--- src/rtl/dmem_port_arbiter_pkg.sv ---
// Shared constants for dmem_port_arbiter: F3 access codes, requester ids and response routing.
package dmem_port_arbiter_pkg;

    localparam logic [2:0] F3_LB  = 3'b000;
    localparam logic [2:0] F3_LH  = 3'b001;
    localparam logic [2:0] F3_LW  = 3'b010;
    localparam logic [2:0] F3_LBU = 3'b100;
    localparam logic [2:0] F3_LHU = 3'b101;

    localparam logic PORT_I = 1'b0;
    localparam logic PORT_D = 1'b1;

    typedef enum logic [1:0] {
        ROUTE_NONE = 2'd0,
        ROUTE_I    = 2'd1,
        ROUTE_D    = 2'd2
    } resp_route_e;

    function automatic resp_route_e route_of(input logic valid, input logic port);
        if (!valid)
            return ROUTE_NONE;
        return (port == PORT_D) ? ROUTE_D : ROUTE_I;
    endfunction

endpackage

--- src/rtl/dmem_port_arbiter_arb_priority_sel.sv ---
// Accept-stage arbitration: D beats I unless I has been denied STARVE_MAX cycles in a row.
module arb_priority_sel
    import dmem_port_arbiter_pkg::*;
#(
    parameter int STARVE_MAX = 3,
    parameter int CNT_W      = $clog2(STARVE_MAX + 1)
) (
    input  logic             clk,
    input  logic             rst,
    input  logic             i_req,
    input  logic             d_req,
    output logic             i_gnt,
    output logic             d_gnt,
    output logic [CNT_W-1:0] starve_cnt
);

    logic force_i;

    // No grant is ever issued while reset is held.
    always_comb begin
        force_i = i_req && (starve_cnt == CNT_W'(STARVE_MAX));
        d_gnt   = ~rst & d_req & ~force_i;
        i_gnt   = ~rst & i_req & ~(d_req & ~force_i);
    end

    always_ff @(posedge clk or posedge rst) begin
        if (rst) begin
            starve_cnt <= '0;
        end else if (i_req && !i_gnt) begin
            if (starve_cnt != CNT_W'(STARVE_MAX))
                starve_cnt <= starve_cnt + CNT_W'(1);
        end else begin
            starve_cnt <= '0;
        end
    end

endmodule

--- src/rtl/dmem_port_arbiter.sv ---
// Two-port (fetch / load-store) arbiter in front of the data memory: accept -> access -> response.
// Optional macro DMEM_ARB_PERF_EN adds the conflict_cnt status counter.
module dmem_port_arbiter
    import dmem_port_arbiter_pkg::*;
#(
    parameter int ADDR_W     = 6,
    parameter int DATA_W     = 32,
    parameter int STARVE_MAX = 3
) (
    input  logic              clk,
    input  logic              rst,
    input  logic              i_req,
    input  logic [ADDR_W-1:0] i_addr,
    output logic              i_gnt,
    output logic              i_rvalid,
    output logic [DATA_W-1:0] i_rdata,
    input  logic              d_req,
    input  logic              d_we,
    input  logic [2:0]        d_f3,
    input  logic [ADDR_W-1:0] d_addr,
    input  logic [DATA_W-1:0] d_wdata,
    output logic              d_gnt,
    output logic              d_rvalid,
    output logic [DATA_W-1:0] d_rdata,
    output logic              mem_read,
    output logic              mem_write,
    output logic [2:0]        mem_f3,
    output logic [ADDR_W-1:0] mem_addr,
    output logic [DATA_W-1:0] mem_wdata,
    input  logic [DATA_W-1:0] mem_rdata,
    output logic              stall
`ifdef DMEM_ARB_PERF_EN
    ,
    output logic [31:0]       conflict_cnt
`endif
);

    localparam int CNT_W = $clog2(STARVE_MAX + 1);

    logic [CNT_W-1:0]  starve_cnt;
    logic              acc_valid;
    logic              acc_port;
    logic              acc_we;
    logic [2:0]        acc_f3;
    logic [ADDR_W-1:0] acc_addr;
    logic [DATA_W-1:0] acc_wdata;
    resp_route_e       route;

    arb_priority_sel #(
        .STARVE_MAX (STARVE_MAX),
        .CNT_W      (CNT_W)
    ) u_sel (
        .clk        (clk),
        .rst        (rst),
        .i_req      (i_req),
        .d_req      (d_req),
        .i_gnt      (i_gnt),
        .d_gnt      (d_gnt),
        .starve_cnt (starve_cnt)
    );

    always_comb assert (starve_cnt <= CNT_W'(STARVE_MAX));

    assign stall = ~rst & ((i_req & ~i_gnt) | (d_req & ~d_gnt));

    // Access fields only load on a grant, so mem_addr/f3/wdata hold across idle cycles.
    always_ff @(posedge clk or posedge rst) begin
        if (rst) begin
            acc_valid <= 1'b0;
            acc_port  <= PORT_I;
            acc_we    <= 1'b0;
            acc_f3    <= '0;
            acc_addr  <= '0;
            acc_wdata <= '0;
        end else begin
            acc_valid <= i_gnt | d_gnt;
            if (d_gnt) begin
                acc_port  <= PORT_D;
                acc_we    <= d_we;
                acc_f3    <= d_f3;
                acc_addr  <= d_addr;
                acc_wdata <= d_wdata;
            end else if (i_gnt) begin
                acc_port  <= PORT_I;
                acc_we    <= 1'b0;
                acc_f3    <= F3_LW;
                acc_addr  <= i_addr;
            end
        end
    end

    assign mem_read  = acc_valid & ~acc_we;
    assign mem_write = acc_valid & acc_we;
    assign mem_f3    = acc_f3;
    assign mem_addr  = acc_addr;
    assign mem_wdata = acc_wdata;
    assign route     = route_of(acc_valid, acc_port);

    // Stores are acknowledged with zero data; rdata holds until that port's next response.
    always_ff @(posedge clk or posedge rst) begin
        if (rst) begin
            i_rvalid <= 1'b0;
            d_rvalid <= 1'b0;
            i_rdata  <= '0;
            d_rdata  <= '0;
        end else begin
            i_rvalid <= (route == ROUTE_I);
            d_rvalid <= (route == ROUTE_D);
            if (route == ROUTE_I)
                i_rdata <= mem_rdata;
            if (route == ROUTE_D)
                d_rdata <= acc_we ? '0 : mem_rdata;
        end
    end

`ifdef DMEM_ARB_PERF_EN
    always_ff @(posedge clk or posedge rst) begin
        if (rst)
            conflict_cnt <= '0;
        else if (i_req && d_req)
            conflict_cnt <= conflict_cnt + 32'd1;
    end
`endif

endmodule

--- config.mk ---
export PLATFORM = sky130hd
export DESIGN_NAME = dmem_port_arbiter
export DESIGN_NICKNAME = d
export VERILOG_FILES = /design/src/rtl/dmem_port_arbiter_pkg.sv /design/src/rtl/dmem_port_arbiter_arb_priority_sel.sv /design/src/rtl/dmem_port_arbiter.sv
export SDC_FILE = /design/constraint.sdc
export NUM_CORES = 1
export LEC_CHECK = 0
export ABC_CLOCK_PERIOD_IN_PS = 7170
export CAP_MARGIN = 20
export CORE_MARGIN = 4
export CORE_UTILIZATION = 45
export DETAILED_ROUTE_END_ITERATION = 16
export GPL_TIMING_DRIVEN = 0
export PLACE_DENSITY_LB_ADDON = 0.3
export SLEW_MARGIN = 30
export SYNTH_ARGS = -nofsm -noshare
export SYNTH_HDL_FRONTEND = slang
export SYNTH_HIERARCHICAL = 1
export SYNTH_SLANG_ARGS = --single-unit
--- constraint.sdc ---
create_clock -name clk -period 7.17 [get_ports clk]
set_input_delay 1.434 -clock clk [delete_from_list [all_inputs] [get_ports clk]]
set_output_delay 1.434 -clock clk [all_outputs]
set_load 0.02 [all_outputs]
==> flow_metrics.tcl <==
set metrics [dict create \
    status "complete, no violations" \
    startpoint_type "input pin" \
    path_cells "clkdlybuf4s50_1, inv_1, and3_1, buf_2, nand2b_1, a21oi_1, clkdlybuf4s50_1" \
    vias_per_cell 4.91 \
    setup_tns_ns 0 \
    drt_first_pass_iters 4 \
    p_per_area_mw_per_mm2 298 \
    fin_crit_ns 4.94 \
    syn-cell-area_mm2 0.00455 \
    fill_cells 739 \
    drc 0 \
    hold_viol 0 \
    final_cell_mix "clkdlybuf4s50_1, dfrtp_1, mux2_2" \
    drive_above_1_share 0.247 \
    synth_edf_count 0 \
    rr_startpoint "u_sel/starve_cnt[0]" \
    area_delta_synth_final_pct 51.9 \
    critPathKind "in -> out" \
    dpl_cell_area_mm2 0.00670 \
    rrSetupSlack_ns 5.29 \
    wirelength_mm 11.3 \
    comb_power_share 0.383 \
    grt_max_degree 64 \
    clock_sinks 112 \
    hp-start "mem_f3[0]" \
    clock_skew_ns 0.0101 \
    clkSlewWorstSetupHoldPaths_ns 0.09 \
    cts_resized 0 \
    hold-path-endpoint "mem_f3[0]" \
    final_area_mm2 0.00691 \
    grt_pass1_vias 3565 \
    finalNetCount 601 \
    timing.hold.ws_ns 0.509 \
    die_w_um 109 \
    required_ns 5.74 \
    fin_total_pwr_mw 2.06 \
    ios 196 \
    intPower_mw 1.41 \
    tightest_slew_ns 0.584 \
    hold_path.class "reg -> reg" \
    power_frac_clock 0.197 \
    pwr-share-seq 0.420 \
    synth_seq_cells 112 \
    critPathMostFrequentCell "clkdlybuf4s50_1" \
    regArea_mm2 0.00280 \
    cts-buffers-inserted 9 \
    post_cts_buffers 0 \
    power.switching_uw 643 \
    ys_seq_area_frac 0.617 \
    cp_top_family "buffers and inverters" \
    crit_path_max_fanout 8 \
    worstHoldPathCells 1 \
    slowest_delay_ns 0.64 \
    drt_iter0_drc 86 \
    synthArstFlopShare 1.00 \
    portBuffers 195 \
    rsz0062_at_grt "false" \
    ir_worst_vdd_mv 0.155 \
    crit_buf_inv 4 \
    tritoncts "done" \
    cpMaxStageDelayCell "clkdlybuf4s50_1" \
    swShare 0.313 \
    grtUsageTotal 0.200 \
    core_area_mm2 0.00982 \
    r2r_end "mem_wdata[13]" \
    grt-ovfl-total 0 \
    relSlewSlack 0.611 \
    routedWlPerCell_um 17.4 \
    setup_viol_count_final 0 \
    clock_path_buffers 2 \
    gp_congestion 0.702 \
    antenna_left 0 \
    die_h_um 109 \
    multiInputGateArea_mm2 0.00160 \
    clock_tree.root_cell "clkbuf_8" \
    synth_nets 394 \
    num_rows 36 \
    antenna_found_initial 0 \
    initial_core_util 0.463 \
    diodes 0 \
    syn_avg_cell_area_um2 14.7 \
    final_common_cell "clkdlybuf4s50_1" \
    synth.distinct_cells 25 \
    dr_total_vias 3201 \
    r2r_cells 6 \
    crit_arrival_ns 3.51 \
    dp_hpwl_mm 8.64 \
    syn_inst 309 \
    fin_crit_sh 0.689 \
    clock.fmax_mhz 202 \
    die-area_mm2 0.0118 \
    maxCapViolations 0 \
    maxSlewViolCount 0 \
    leakage_nw 2.93 \
    endpoint_kind "output port" \
    clk-insertion-delay-late_ns 0.36 \
    synth_flop_cell "dfrtp_1" \
    yosysWarnings 6 \
    htree_levels 3 \
    utilization 0.703 \
    postCtsHoldBufs 0 \
    grt_pass1_wl_mm 18.2 \
]
-- worst reg2reg max path, stage by stage, from the launching register on --
cell,delay (ns)
dfrtp_1,0.40
ha_1,0.25
nand2_1,0.08
and3_1,0.18
buf_2,0.19
buf_2,0.29
mux2_2,0.38
-- routing by layer --
layer | part of all wire | track usage | routed length, µm | vias up
li1 | - | - | - | 1467
met1 | 0.39 | 0.239 | 4440 | 1587
met2 | 0.49 | 0.328 | 5510 | 135
met3 | 0.11 | 0.0872 | 1220 | 12
met4 | 0.012 | 0.0568 | 137 | 0
met5 | 0 | 0 | 0 | -
-- flip-flops by register name, summed over array words and instances (netlist names) --
signal,flops
mem_wdata,32
acc_port,1
acc_valid,1
i_rdata,32
acc_we,1
u_sel/starve_cnt,2
d_rdata,32
d_rvalid,1
mem_addr,6
i_rvalid,1
mem_f3,3
-- cell type report --
cell class / instances / area share
Tap cell: 133 / 0.0241
Clock buffer: 11 / 0.0205
Sequential cell: 112 / 0.406
Multi-Input combinational cell: 175 / 0.231
Buffer: 17 / 0.0183
Timing Repair Buffer: 196 / 0.287
Clock inverter: 3 / 0.00978
Inverter: 5 / 0.00344
-- synthesized netlist by cell type, drive strengths merged, types with 5 or more instances --
library cell,number,area share
and2b,12,0.020
buf,15,0.026
dfrtp,112,0.62
inv,5,0.0041
mux2,96,0.24
mux2i,6,0.013
nand2,11,0.0096
nand2b,5,0.0069
nor2b,22,0.032
o21ai,10,0.011
-- metrics by stage --
step / worst slack, ns / std cells
2_1_floorplan: 2.83 / 309
3_3_place_gp: 1.15 / 637
3_5_place_dp: 2.24 / 638
4_1_cts: 2.22 / 652
5_1_grt: 2.09 / 652
6_report: 2.23 / 652
-- how the worst max path moves through the flow --
| stage | depth (start not counted) | end | slack, ns | start |
|---|---|---|---|---|
| final | 7 | stall | 2.23 | rst |
| after CTS | 7 | stall | 2.22 | rst |
| after floorplan | 1 | acc_port | 2.83 | rst |
| after detailed placement | 7 | stall | 2.24 | rst |
| after global placement | 2 | i_rdata[8] | 1.15 | rst |
| after global routing | 7 | stall | 2.09 | rst |
-- cells by family after synthesis --
| family | count (synthesis) | synth area share |
|---|---|---|
| simple gates | 57 | 0.0768 |
| mux | 102 | 0.253 |
| buf+inv | 22 | 0.0319 |
| compound gates | 15 | 0.0193 |
| flops | 112 | 0.617 |
| fa+ha+maj | 1 | 0.00275 |
-- power groups by stage --
stage	clock, mW	sequential, mW	combinational (mW)
floorplan	0	1.05	0.196
global placement	0	0.866	0.781
detailed placement	0	0.878	0.797
CTS	0.416	0.865	0.800
global route	0.444	0.885	0.834
finish	0.405	0.864	0.789
(Power assumes the default switching activity.)
